File: src/rtl/data_synchronizer_transmitter.sv
// Source-domain CDC sender: registers a word and holds it under a level request until the synchronized ack completes a 4-phase handshake.
// Request visible 1 cycle after accept; data_in_ready low while busy or while a stale ack is still seen.
module data_synchronizer_transmitter #(
  parameter int STAGE_COUNT = 2,
  parameter int BUS_WIDTH   = 8
) (
  input  logic                 clk,
  input  logic                 reset,
  input  logic                 data_in_valid,
  input  logic [BUS_WIDTH-1:0] data_in,
  input  logic                 asynchronous_ack,
  output logic                 data_in_ready,
  output logic                 asynchronous_data_valid,
  output logic [BUS_WIDTH-1:0] asynchronous_data,
  output logic                 transfer_done,
  output logic                 busy
);

  typedef enum logic [1:0] {
    IDLE    = 2'd0,
    REQ     = 2'd1,
    RELEASE = 2'd2
  } state_t;

  state_t                 state_q, state_d;
  logic [STAGE_COUNT-1:0] ack_sync_q;
  logic                   ack_sync;
  logic [BUS_WIDTH-1:0]   data_q, data_d;
  logic                   valid_q, valid_d;
  logic                   done_q, done_d;

  always_ff @(posedge clk or posedge reset) begin
    if (reset) begin
      ack_sync_q <= '0;
    end else begin
      ack_sync_q <= {ack_sync_q[STAGE_COUNT-2:0], asynchronous_ack};
    end
  end

  assign ack_sync = ack_sync_q[STAGE_COUNT-1];

  always_ff @(posedge clk or posedge reset) begin
    if (reset) begin
      state_q <= IDLE;
      data_q  <= '0;
      valid_q <= 1'b0;
      done_q  <= 1'b0;
    end else begin
      state_q <= state_d;
      data_q  <= data_d;
      valid_q <= valid_d;
      done_q  <= done_d;
    end
  end

  // A stale ack seen in IDLE blocks new requests so the destination cannot
  // mistake the old level for an acknowledge of the next word.
  always_comb begin
    state_d = state_q;
    data_d  = data_q;
    valid_d = valid_q;
    done_d  = 1'b0;
    unique case (state_q)
      IDLE: begin
        valid_d = 1'b0;
        if (data_in_valid && !ack_sync) begin
          data_d  = data_in;
          valid_d = 1'b1;
          state_d = REQ;
        end
      end
      REQ: begin
        valid_d = 1'b1;
        if (ack_sync) begin
          valid_d = 1'b0;
          state_d = RELEASE;
        end
      end
      RELEASE: begin
        valid_d = 1'b0;
        if (!ack_sync) begin
          done_d  = 1'b1;
          state_d = IDLE;
        end
      end
      default: begin
        valid_d = 1'b0;
        state_d = IDLE;
      end
    endcase
  end

  assign data_in_ready           = (state_q == IDLE) && !ack_sync;
  assign busy                    = (state_q != IDLE);
  assign asynchronous_data_valid = valid_q;
  assign asynchronous_data       = data_q;
  assign transfer_done           = done_q;

endmodule

File: config.mk
export PLATFORM = sky130hd
export DESIGN_NAME = data_synchronizer_transmitter
export DESIGN_NICKNAME = d
export VERILOG_FILES = /design/src/rtl/data_synchronizer_transmitter.sv
export SDC_FILE = /design/constraint.sdc
export NUM_CORES = 1
export LEC_CHECK = 0
export ABC_AREA = 0
export CAP_MARGIN = 20
export CORE_UTILIZATION = 38
export DETAILED_ROUTE_END_ITERATION = 16
export PLACE_DENSITY_LB_ADDON = 0.15
export SKIP_CTS_REPAIR_TIMING = 1
export SYNTH_ARGS = -nofsm -noshare
export SYNTH_HDL_FRONTEND = slang
export SYNTH_SLANG_ARGS = --single-unit
File: constraint.sdc
create_clock -name clk -period 1.89 [get_ports clk]
set_input_delay 0.378 -clock clk [delete_from_list [all_inputs] [get_ports clk]]
set_output_delay 0.378 -clock clk [all_outputs]
set_load 0.02 [all_outputs]
==> summary.log <==
[placed_design] Port Buffers 23
[floorplanning] die outline area 1539 sq um
[placed_design] placed insts 71
[drt] antenna-violating nets left 0
[yosys] Yosys top cell area share 66.51%
[global_route] pin count of the biggest net entering global routing 15
[critical_path] worst-path fanout max 7
[drt] drt first pass iters 2
[yosys] share of synthesized area occupied by flip-flops and latches 66.51%
[floorplanning] die outline width 39.23 um
[final_layout] area growth from synthesis to layout 51.78%
[job] number of maximum-capacitance violations 0
[critical_path] worst-case reg-to-reg path depth 3
[critical_path] required time at the worst-slack endpoint 1510 ps
[power] clock group share of total power 18.1%
[power] leakage dissipation 0.3655 nW
[sta] slew of the pin with the lowest slew margin 504.5 ps
[power] Power Density 1078 nW/um^2
[sta] number of slew-limit violations in the final report 0
[global_route] Total Routing Usage GR 14.95%
[sta] total setup violations reported at the end of the flow 0
[clock_tree] Sinks on Clock Net 14
[sta] worst slew margin relative to its limit 66.33%
[drt] number of DRC markers after the initial detailed-route iteration 2
[clock_tree] deepest level of the CTS H-tree 1
[clock_tree] CTS Root Cell clkbuf_4
[floorplanning] Die Height 39.23 um
[final_layout] Post-Layout Cell Count 74
[global_route] initial antenna violation count 0
[drt] average vias per placed instance 4.784
[run_status] result of the run finished, final reports clean
[yosys] leading post-synthesis cells by cell area dfrtp_1 (67%), mux2_2 (17%), nor4b_4 (4.5%), nor3_1 (2.9%), buf_6 (2.1%)
[critical_path] CP arrival 1270 ps
[floorplanning] top-level port count 24
[global_route] met3 Resource Use GR 3.468%
[floorplanning] initial standard-cell utilization of the core 40.48%
[clock_tree] clock buffer depth 2
[yosys] cell area after technology mapping 526.8 sq um
[sta] maximum achievable frequency 605.2 MHz
[sta] Worst Setup Slack, final 237.6 ps
[floorplanning] core box area 1301 sq um
[final_layout] share of layout cells above drive strength 1 23.73%
[global_route] highest-utilization routing layer at the global route stage met2
[global_route] met1 layer usage reported by global route 18.35%
[yosys] Synth Instances 33
[global_route] total overflow reported by the global router 0
[final_layout] count of fill cells added during filler insertion 111
[power] peak ir drop on the vdd network 0.5062 mV
[sta] Tmin final 1652 ps
[yosys] post-synthesis sequential element count 14
[power] cell internal pwr 0.6062 mW
[power] combinational fraction of design power 35.4%
[sta] count of final hold-check violations 0
[power] Total Power Consumption 0.8616 mW
[critical_path] Worst Setup Path Type reg -> out
[yosys] synthesized net count 45
[yosys] number of synthesis warnings 0
[yosys] Synth area leader dfrtp_1
[global_route] first-pass GRT wire length 1414 um
[clock_tree] clock transition at the register clock pins on the worst setup and hold paths after CTS 80 ps
[global_route] GR Layer Usage met2 24.17%
[final_layout] most common library cell in the layout ignoring fill and taps clkdlybuf4s50_1
[worst_hold_path] instance count along the most critical hold path 0
[worst_hold_path] Hold Path Class reg -> reg
[yosys] mean instance size in the synthesized netlist 15.96 sq um
[sta] Worst Skew 3.918 ps
[critical_path] Crit. End Element primary output
[placed_design] routability congestion estimate 0.5352
[drt] total number of vias 354
[clock_tree] CTS tree built
[final_layout] final design instance area without fill 799.5 sq um
[critical_path] Worst setup SP type flip-flop
[sta] part of the cycle the worst path needs 87.43%
[sta] RSZ-0062 raised after global routing false
[drt] DRT Wirelength 924 um
[final_layout] commonest non-fill, non-tap cells in the layout clkdlybuf4s50_1 (21), dfrtp_1 (14), mux2_2 (8)
[placed_design] hpwl dp 741.1 um
[placed_design] Post-DP Area 772.0 sq um
[critical_path] worst reg-to-reg setup slack 470 ps
[power] total net switching power 0.2554 mW
[final_layout] number of nets in the finished design 73
[global_route] via count of the first global-routing pass 312
[placed_design] worst setup slack before clock tree synthesis 158.9 ps
[power] power share of the sequential group 46.5%
[drt] residual DRC count 0
[final_layout] number of diodes 0
[drt] average detailed-routed wire length per instance 12.49 um
[clock_tree] clk_lat worst skew 270 ps
[power] switching share of power 29.64%
[clock_tree] number of CTS-inserted buffers 3
[floorplanning] row count 13
[yosys] unique cell type count in the Yosys netlist 11
==> cell families after synthesis <==
group	Yosys count	synth area share, %
flip-flops	14	66.51
buffers and inverters	2	2.850
AND/OR/NAND/NOR	8	11.88
XOR/XNOR	1	1.663
multiplexers	8	17.10
==> registers in the layout, summed over array words and instances, names as in the netlist <==
register / flops
asynchronous_data: 8
ack_sync_q: 2
state_q: 2
asynchronous_data_valid: 1
transfer_done: 1
==> final cells by class <==
| type | instances | area, sq um | share of cell area (%) |
|---|---|---|---|
| Tap cell | 15 | 18.77 | 2.347 |
| Clock buffer | 3 | 22.52 | 2.817 |
| Inverter | 1 | 3.754 | 0.4695 |
| Timing Repair Buffer | 24 | 242.7 | 30.36 |
| Multi-Input combinational cell | 17 | 161.4 | 20.19 |
| Sequential cell | 14 | 350.3 | 43.82 |
==> critical path, cell delays in order (launching register included) <==
cell and delay, ps:
dfrtp_1 470, or2_2 330, dlymetal6s2s_1 210
==> metal layers <==
| metal | wire (um) | vias to the layer above | share of wire [%] |
|---|---|---|---|
| li1 | - | 166 | - |
| met1 | 354 | 175 | 38 |
| met2 | 525 | 13 | 57 |
| met3 | 44 | 0 | 4.8 |
| met4 | 0 | 0 | 0 |
| met5 | 0 | - | 0 |
==> metrics by stage <==
step           setup TNS (ps)  util (%)  hold WS, ps
2_1_floorplan               0         -        267.2
3_3_place_gp                0     59.33        333.7
3_5_place_dp                0     59.33        339.5
4_1_cts                -188.4     61.06        357.7
5_1_grt                     0     61.44        375.3
6_report                    0     61.44        353.1
==> path summary, 6_finish.rpt <==
check                                  endpoint          start
max in group asynchronous  asynchronous_data[7]          reset
hold / removal                    ack_sync_q[1]  ack_sync_q[0]
hold reg to reg                   ack_sync_q[1]  ack_sync_q[0]
min in group asynchronous  asynchronous_data[3]          reset
setup reg to reg           asynchronous_data[3]     state_q[1]
setup / recovery                           busy     state_q[1]
==> power groups by stage <==
stage	Sequential [mW]	Clock (mW)	Combinational (mW)
3_3_place_gp	0.402	0	0.302
6_report	0.401	0.156	0.305
4_1_cts	0.402	0.164	0.310
3_5_place_dp	0.409	0	0.309
2_1_floorplan	0.465	0	0.0933
5_1_grt	0.411	0.185	0.324
==> synth_stat cells, drive strengths merged <==
master / instances
and2: 1
buf: 1
dfrtp: 14
inv: 1
mux2: 8
nor2: 1
nor3: 3
nor3b: 1
nor4b: 1
or2: 1
xor2: 1
Note: power is estimated with default switching activity, not from simulation.
